`src/rtl/tt6581_pkg.sv`:
```
// Shared TT6581 datapath types and constants.
// Holds the multiplier arbiter state encoding, client indices and default operand widths.
package tt6581_pkg;

    typedef enum logic [1:0] {
        IDLE,
        ISSUE,
        WAIT,
        DONE
    } mult_arb_state_e;

    localparam int unsigned MREQ_ENV = 0;
    localparam int unsigned MREQ_SVF = 1;
    localparam int unsigned MREQ_VOL = 2;

    localparam int unsigned MULT_A_W = 16;
    localparam int unsigned MULT_B_W = 16;

endpackage

```
`src/rtl/mult_rr_pick.sv`:
```
// Combinational request picker: first set request at or after ptr (wrapping) when rr_en,
// otherwise the lowest set index. Outputs a one-hot grant and its index.
module mult_rr_pick #(
    parameter int unsigned N     = 3,
    parameter int unsigned IDX_W = (N > 1) ? $clog2(N) : 1
) (
    input  logic [N-1:0]     req,
    input  logic [IDX_W-1:0] ptr,
    input  logic             rr_en,
    output logic [N-1:0]     gnt,
    output logic [IDX_W-1:0] idx
);

    localparam logic [IDX_W:0] N_W = (IDX_W + 1)'(N);

    logic [IDX_W:0]   start;
    logic [IDX_W:0]   cand;
    logic [IDX_W-1:0] sel;
    logic             found;

    always_comb begin
        gnt   = '0;
        idx   = '0;
        found = 1'b0;
        cand  = '0;
        sel   = '0;
        start = rr_en ? {1'b0, ptr} : '0;
        // Scan N positions starting at the pointer; the wrap is a single subtract since start < N.
        for (int unsigned i = 0; i < N; i++) begin
            cand = start + (IDX_W + 1)'(i);
            if (cand >= N_W) begin
                cand = cand - N_W;
            end
            sel = cand[IDX_W-1:0];
            if (!found && req[sel]) begin
                found    = 1'b1;
                gnt[sel] = 1'b1;
                idx      = sel;
            end
        end
    end

endmodule

```
`src/rtl/mult_arbiter.sv`:
```
// Round-robin / fixed-priority owner of the shared signed multiplier: grants one client,
// issues the operands, waits for ready under a timeout watchdog and returns the product.
module mult_arbiter
    import tt6581_pkg::*;
#(
    parameter int unsigned N_REQ   = 3,
    parameter int unsigned A_W     = MULT_A_W,
    parameter int unsigned B_W     = MULT_B_W,
    parameter int unsigned TIMEOUT = 64,
    parameter bit          RR_EN   = 1'b1
) (
    input  logic                          clk_i,
    input  logic                          rst_ni,
    input  logic [N_REQ-1:0]              req_i,
    input  logic [N_REQ-1:0][A_W-1:0]     op_a_i,
    input  logic [N_REQ-1:0][B_W-1:0]     op_b_i,
    output logic [N_REQ-1:0]              grant_o,
    output logic [N_REQ-1:0]              done_o,
    output logic                          err_o,
    output logic [A_W+B_W-1:0]            result_o,
    output logic                          busy_o,
    output logic                          mult_start_o,
    output logic [A_W-1:0]                mult_a_o,
    output logic [B_W-1:0]                mult_b_o,
    input  logic                          mult_ready_i,
    input  logic [A_W+B_W-1:0]            mult_p_i
);

    localparam int unsigned IDX_W = (N_REQ > 1) ? $clog2(N_REQ) : 1;
    localparam int unsigned CNT_W = $clog2(TIMEOUT);
    localparam int unsigned P_W   = A_W + B_W;

    mult_arb_state_e  state, state_d;
    logic [CNT_W-1:0] cnt, cnt_d;
    logic [IDX_W-1:0] rr_ptr, rr_ptr_d;
    logic [IDX_W-1:0] idx_q, idx_d;

    logic [N_REQ-1:0] grant_d, done_d;
    logic             err_d, busy_d, start_d;
    logic [P_W-1:0]   result_d;
    logic [A_W-1:0]   a_d;
    logic [B_W-1:0]   b_d;

    logic [N_REQ-1:0] pick_gnt;
    logic [IDX_W-1:0] pick_idx;

    mult_rr_pick #(
        .N     (N_REQ),
        .IDX_W (IDX_W)
    ) u_pick (
        .req   (req_i),
        .ptr   (rr_ptr),
        .rr_en (RR_EN),
        .gnt   (pick_gnt),
        .idx   (pick_idx)
    );

    always_comb begin
        state_d  = state;
        cnt_d    = cnt;
        rr_ptr_d = rr_ptr;
        idx_d    = idx_q;
        grant_d  = grant_o;
        done_d   = done_o;
        err_d    = err_o;
        result_d = result_o;
        start_d  = mult_start_o;
        a_d      = mult_a_o;
        b_d      = mult_b_o;

        unique case (state)
            IDLE: begin
                if (|req_i) begin
                    idx_d   = pick_idx;
                    grant_d = pick_gnt;
                    a_d     = op_a_i[pick_idx];
                    b_d     = op_b_i[pick_idx];
                    start_d = 1'b1;
                    state_d = ISSUE;
                end
            end
            ISSUE: begin
                start_d = 1'b0;
                cnt_d   = '0;
                state_d = WAIT;
            end
            WAIT: begin
                // Ready takes precedence over the final watchdog cycle.
                if (mult_ready_i) begin
                    result_d = mult_p_i;
                    done_d   = grant_o;
                    state_d  = DONE;
                end else if (cnt == CNT_W'(TIMEOUT - 1)) begin
                    result_d = '0;
                    done_d   = grant_o;
                    err_d    = 1'b1;
                    state_d  = DONE;
                end else begin
                    cnt_d = cnt + CNT_W'(1);
                end
            end
            DONE: begin
                grant_d  = '0;
                done_d   = '0;
                err_d    = 1'b0;
                rr_ptr_d = (idx_q == IDX_W'(N_REQ - 1)) ? '0 : idx_q + IDX_W'(1);
                state_d  = IDLE;
            end
            default: state_d = IDLE;
        endcase

        busy_d = (state_d != IDLE);
    end

    always_ff @(posedge clk_i or negedge rst_ni) begin
        if (!rst_ni) begin
            state        <= IDLE;
            cnt          <= '0;
            rr_ptr       <= '0;
            idx_q        <= '0;
            grant_o      <= '0;
            done_o       <= '0;
            err_o        <= 1'b0;
            result_o     <= '0;
            busy_o       <= 1'b0;
            mult_start_o <= 1'b0;
            mult_a_o     <= '0;
            mult_b_o     <= '0;
        end else begin
            state        <= state_d;
            cnt          <= cnt_d;
            rr_ptr       <= rr_ptr_d;
            idx_q        <= idx_d;
            grant_o      <= grant_d;
            done_o       <= done_d;
            err_o        <= err_d;
            result_o     <= result_d;
            busy_o       <= busy_d;
            mult_start_o <= start_d;
            mult_a_o     <= a_d;
            mult_b_o     <= b_d;
        end
    end

endmodule

```
`config.mk`:
```
export PLATFORM = sky130hd
export DESIGN_NAME = mult_arbiter
export DESIGN_NICKNAME = d
export VERILOG_FILES = /design/src/rtl/tt6581_pkg.sv /design/src/rtl/mult_rr_pick.sv /design/src/rtl/mult_arbiter.sv
export SDC_FILE = /design/constraint.sdc
export NUM_CORES = 1
export LEC_CHECK = 0
export ABC_AREA = 1
export CAP_MARGIN = 20
export CORE_UTILIZATION = 35
export DETAILED_ROUTE_END_ITERATION = 6
export PLACE_DENSITY = 0.7
export RECOVER_POWER = 100
export SETUP_SLACK_MARGIN = 0.15
export SYNTH_ARGS = -nofsm -noshare
export SYNTH_HDL_FRONTEND = slang
export SYNTH_SLANG_ARGS = --single-unit
```
`constraint.sdc`:
```
create_clock -name clk_i -period 3.01 [get_ports clk_i]
set_clock_uncertainty 0.1 [all_clocks]
set_input_delay 0.602 -clock clk_i [delete_from_list [all_inputs] [get_ports clk_i]]
set_output_delay 0.602 -clock clk_i [all_outputs]
set_load 0.01 [all_outputs]
```
======== After elaboration in Yosys (flattened, before gate mapping) ========
Cells that the tools add are included.
word-level totals
  memories kept ........................... 0
  latch bits .............................. 0
  output and inout bits ................... 73
  input bits .............................. 134
  register bits ........................... 85
  logic and storage cells ................. 110
  memory bits (read-only) ................. 0
  RAM bits ................................ 0
cells by class
  reduce and logical (&&, ||, !) cells .... 22
  div/mod/pow operators ................... 0
  equal/unequal tests ..................... 10
  shift-type cells ........................ 0
  mux-type cells .......................... 47
  $add $sub $neg .......................... 7
  magnitude comparators ................... 10
  bitwise logic cells ..................... 2
  $mul .................................... 0
operators by type and width
  cell                                                                count
  binary-select mux 16 bit (select 2 bit)                             2
  2-to-1 mux 32 bit                                                   2
  2-to-1 mux 16 bit                                                   2
  2-to-1 mux 2 bit                                                    10
  2-to-1 mux 3 bit                                                    6
  less-than comparator 2 x 3 -> 1 bit (second input constant)         4
  2-to-1 mux 6 bit                                                    2
  one-hot mux 3 bit (2 select lines)                                  2
  one-hot mux 6 bit (2 select lines)                                  1
  nonzero test 2 bit                                                  6
  2-to-1 mux 1 bit                                                    11
  AND reduction 2 bit                                                 5
  != test 2 bit (second input constant)                               4
  one-hot mux 2 bit (4 select lines)                                  1
  adder 6 x 1 -> 6 bit (second input constant)                        1
  binary-select mux 1 bit (select 2 bit)                              3
  demux 1 bit (select 2 bit)                                          3
  equality test 2 bit (second input constant)                         3
  equality test 6 bit (second input constant)                         1
  greater-or-equal comparator 2 x 1 -> 1 bit (second input constant)  3
  greater-or-equal comparator 3 x 2 -> 1 bit (second input constant)  2
  bitwise OR 3 bit                                                    2
  AND reduction 3 bit                                                 2
  subtractor 2 bit (second input constant)                            3
  11 further kinds                                                    17

======== Longest topological paths before layout ========
  depth after elaboration ................. 13
  depth in mapped cells ................... 14
  gate-level depth less buffers ........... 13

======== Modules after synthesis ========
From an unflattened synthesis, not the netlist that was laid out.
second synthesis, totals
  cell total of the unflattened synthesis .. 577
  area total of the unflattened synthesis .. 4400.5 um2
modules (own cells, without submodules)
  module        area an instance (um2)  sequential area each (um2)  instances  cells an instance
  mult_arbiter  4073.9                  2127.0                      1          513
  mult_rr_pick  326.6                   0.0                         1          64

======== Least setup slack after synthesis ========
No wires, ideal clock.
  kind .................................... register to register
  start ................................... reg rr_ptr[0]
  end ..................................... reg mult_b_o[3]
  stages on the path, launching flop included .. 14
  data arrival time ....................... 1785 ps
  path buffers ............................ 1
  library setup time ...................... 123 ps
  slack ................................... 1002 ps
  cells stage by stage .................... dfrtp_1 inv_1 ha_1 inv_2 nand2_1 nand3_1 nand2_1 nand2_1 or2_1 nand2_4 inv_2 buf_4 nand3_1 a21oi_1
on the way
  cells in the longest elaborated chain, start to end .. 13
  elaborated cells between the ends (all ways) .. 28
ends and longest elaborated chain
  what                                                                           line                 source
  start: declaration                                                             mult_arbiter.sv:35   logic [IDX_W-1:0] rr_ptr, rr_ptr_d;
  start signal: assignment                                                       mult_arbiter.sv:132  rr_ptr <= rr_ptr_d;
  parallel branches: the longest is 10 deep, another holds adder 2 x 1 -> 3 bit  n/a
  2-to-1 mux 2 bit (*)                                                           mult_rr_pick.sv:35   if (!found && req[sel]) begin
  binary-select mux 16 bit (select 2 bit) (*)                                    mult_arbiter.sv:77   b_d = op_b_i[pick_idx];
  2-to-1 mux 16 bit (implied by the code) (*)                                    mult_arbiter.sv:77
  end signal: assignment                                                         mult_arbiter.sv:128  mult_b_o <= '0;
  end signal: assignment                                                         mult_arbiter.sv:141  mult_b_o <= b_d;
  end: declaration                                                               mult_arbiter.sv:24   output logic [B_W-1:0] mult_b_o,
Mark *: on every way between the ends. The select of a mux whose other input is x is not followed.
A chain may end at the register's enable or synchronous reset.

======== Final worst setup path ========
  start ................................... in req_i[1]
  end ..................................... reg idx_q[0]
on the way
  cells in the longest elaborated chain, start to end .. 9
  elaborated cells between the ends (all ways) .. 17
ends and longest elaborated chain
  what                                    line                 source
  start: declaration                      mult_arbiter.sv:14   input logic [N_REQ-1:0] req_i,
  binary-select mux 1 bit (select 2 bit)  mult_rr_pick.sv:35
  2-to-1 mux 1 bit (implied by the code)  mult_rr_pick.sv:35
  2-to-1 mux 1 bit                        mult_rr_pick.sv:35
  zero test 1 bit                         mult_rr_pick.sv:35
  logical AND 1 bit                       mult_rr_pick.sv:35
  2-to-1 mux 1 bit                        mult_rr_pick.sv:35
  zero test 1 bit                         mult_rr_pick.sv:35
  logical AND 1 bit                       mult_rr_pick.sv:35
  2-to-1 mux 2 bit                        mult_rr_pick.sv:35
  end signal: assignment                  mult_arbiter.sv:133  idx_q <= idx_d;
  end: declaration                        mult_arbiter.sv:36   logic [IDX_W-1:0] idx_q, idx_d;
Several ways; a longest one is shown, not always the timed one. The select of a mux whose other input is x is not followed.

==> key figures <==
Synthesis
  • #FFs+latches synth: 85
  • Post-Syn Area: 4480 um^2
  • Synth Warn #: 0
  • Syn Area/Cell: around 7.4 um^2
  • Synthesized instance count: 606
  • Netlist cell types: 27
  • Sequential share of the synthesized area: 0.474
  • Mapped Nets: approximately 750

Clock network
  • Post-CTS Setup Bufs: 0
  • Maximum clock path buffer count: 2
  • Root buffer selected by CTS: clkbuf_16
  • Cts repair resizes: 0
  • Clk pin slew, worst setup/hold paths: 0.07 ns
  • CTS tree: done
  • H-tree Lvls: 3
  • Skew-Pair Late Insertion Delay: approximately 0.33 ns
  • CTS sink cnt: 85
  • Hold Buf Count CTS: 0
  • Number of buffers created by CTS: 9

Setup path
  • FF-to-FF End: busy_o
  • Worst-path cell chain: dlygate4sd3_1 -> inv_1 -> nand3_1 -> nand3_1 -> inv_1 -> clkbuf_1 -> o211ai_1 -> o21ai_0
  • Crit end category: flop
  • Required time worst endpoint: 3.15 ns
  • R2R cell count: 8
  • Reg-to-reg startpoint: cnt[0]
  • Critical path fanouts, max: 17
  • Crit-path max cell delay: 0.60 ns
  • Critical path class: in -> reg
  • Worst-path cell with the longest stage delay: dlygate4sd3_1
  • Reg2reg setup slack: 0.46 ns
  • Crit start category: input pin
  • CP startpoint: req_i[1]
  • Worst Setup EP: idx_q[0]
  • Crit path DAT: roughly 2.7 ns

Worst hold path
  • Hold Path Depth: 2
  • Worst Hold Class: reg -> reg
  • Min-delay src: result_o[23]

Timing
  • Fin crit share: 0.855
  • # setup viols final: 0
  • Setup TNS: 0 ns
  • Tmin final: 2.57 ns
  • Peak Freq: between 300 and 400 MHz
  • WHS: 0.364 ns
  • Final Hold Viols: 0
  • RSZ-0062 raised after global routing: no
  • Fin. max-slew vios: 0
  • Least-Margin Pin Slew: 1.38 ns
  • Final worst setup slack: around 0.44 ns
  • Rel. slew slack: 0.0771

Final layout
  • Fin area: approximately 7000 um^2
  • Fillers: approximately 1,200
  • Fraction of layout cells with a size suffix above 1: 0.0421
  • Synth-to-Final Area Change: 55.5%
  • Commonest non-fill, non-tap cell in the layout: clkdlybuf4s50_1
  • Most frequent cells in the layout: clkdlybuf4s50_1, nand2_1, nand3_1
  • Antenna diodes: 0
  • Fin nets: 941

Power
  • LEAKAGE: 3.48 nW
  • Pwr Density: 1020 nW/um^2
  • Total power: roughly 7.1 mW
  • Worst IR drop on VDD: roughly 0.42 mV

Placed design
  • Hpwl dp: approximately 10,000 um
  • Final GP Congestion: approximately 0.9
  • Place WS: 0.296 ns
  • Placed inst area: 6720 um^2
  • Input/output buffers: between 200 and 250

Die
  • DIE AREA: about 13,000 um^2
  • I/O pins: 207
  • Die Span X: 115 um
  • Row cnt: 40
  • Die H: 115 um
  • Core area: 12,300 um^2
  • Initial Utilization: 0.366

Route
  • Via count: 4,763
  • Via density: a little under 5
  • Post-route DRC: 0
  • Drt wl/cell: 14.6 um
  • Initial DRT Pass Iterations: 4
  • Routed Antenna Nets: 0
  • Final WL: 14,300 um
  • Initial DRC Count: 268

Flow run
  • Maxcap violations: 0

Global routing
  • Total global-route track usage: 0.222
  • Number of global-route vias before repair: approximately 4,700
  • Maximum number of pins on one net before global-route repair: 56
  • GRT Residual Overflow: 0
  • First-pass GRT wire length: between 20,000 and 25,000 um
  • Initial antenna violation count: 0

Status
  • Outcome: complete, no violations
-- through the flow --
| stage | std cells | utilization |
|---|---|---|
| global route | 975 | 0.569 |
| global placement | 959 | 0.548 |
| finish | 975 | 0.569 |
| floorplan | 606 | - |
| CTS | 975 | 0.571 |
| detailed placement | 959 | 0.548 |
-- critical path: cells and delay by family --
family	cells	cell delay (ns)
AOI/OAI and AO/OA	2	0.32
and+or+nand+nor	2	0.36
buffers and inverters	4	1.42
-- synthesized netlist by cell type --
library cell	number	area (um^2)
ha_1	5	62.6
clkbuf_1	19	71.3
o22ai_1	1	6.26
buf_4	3	22.5
a21oi_1	68	340
nand2_1	127	477
nor3_1	2	10.0
nand4_1	1	6.26
nand2_4	1	11.3
o211ai_1	1	7.51
xor2_1	1	8.76
nor3b_1	1	7.51
or2_1	1	6.26
nand2_2	2	12.5
buf_2	8	40.0
inv_2	3	11.3
nand3_2	1	10.0
buf_6	3	33.8
nor2_1	41	154
inv_1	93	349
a31oi_1	2	12.5
a211oi_1	1	7.51
nand4_2	1	12.5
dfrtp_1	85	2130
o21ai_1	3	15.0
nand3_1	116	581
o21ai_0	16	80.1
-- power breakdown --
part           switching [mW]  internal (mW)  total [mW]
combinational            2.43           1.66        4.09
sequential              0.269           1.65        1.92
clock                   0.497          0.577        1.07
-- final cells by class --
| type | count | area (um^2) | share of cell area |
|---|---|---|---|
| clock buffers | 9 | 225 | 0.0323 |
| clock inverters | 7 | 61.3 | 0.00879 |
| inverters | 96 | 360 | 0.0517 |
| multi-input cells | 392 | 1830 | 0.262 |
| flip-flops and latches | 85 | 2130 | 0.305 |
| well taps | 168 | 210 | 0.0302 |
| repair buffers | 218 | 2160 | 0.310 |
-- flip-flops by register name, indices dropped and copies added (netlist names) --
register      count
grant_o           3
mult_start_o      1
rr_ptr            2
busy_o            1
mult_a_o         16
mult_b_o         16
cnt               6
done_o            3
state             2
idx_q             2
err_o             1
result_o         32
-- cells by family after synthesis --
group	Yosys count	share of synthesized area
flip-flops	85	0.474
adder cells (fa/ha/maj)	5	0.0140
XOR/XNOR	1	0.00195
buffers and inverters	129	0.118
AO/OA/AOI/OAI	92	0.105
AND/OR/NAND/NOR	294	0.287
-- how the worst min path moves through the flow --
stage / to / slack (ns)
after floorplan: busy_o / 0.21
after global placement: result_o[5] / 0.35
after detailed placement: result_o[30] / 0.36
after CTS: done_o[2] / 0.26
after global routing: result_o[5] / 0.38
final: result_o[23] / 0.36
-- layer usage --
layer	track usage	part of all wire
met5	0	0
met4	0.0779	0.021
met3	0.0596	0.076
met2	0.375	0.49
met1	0.274	0.41
(Power assumes the default switching activity.)
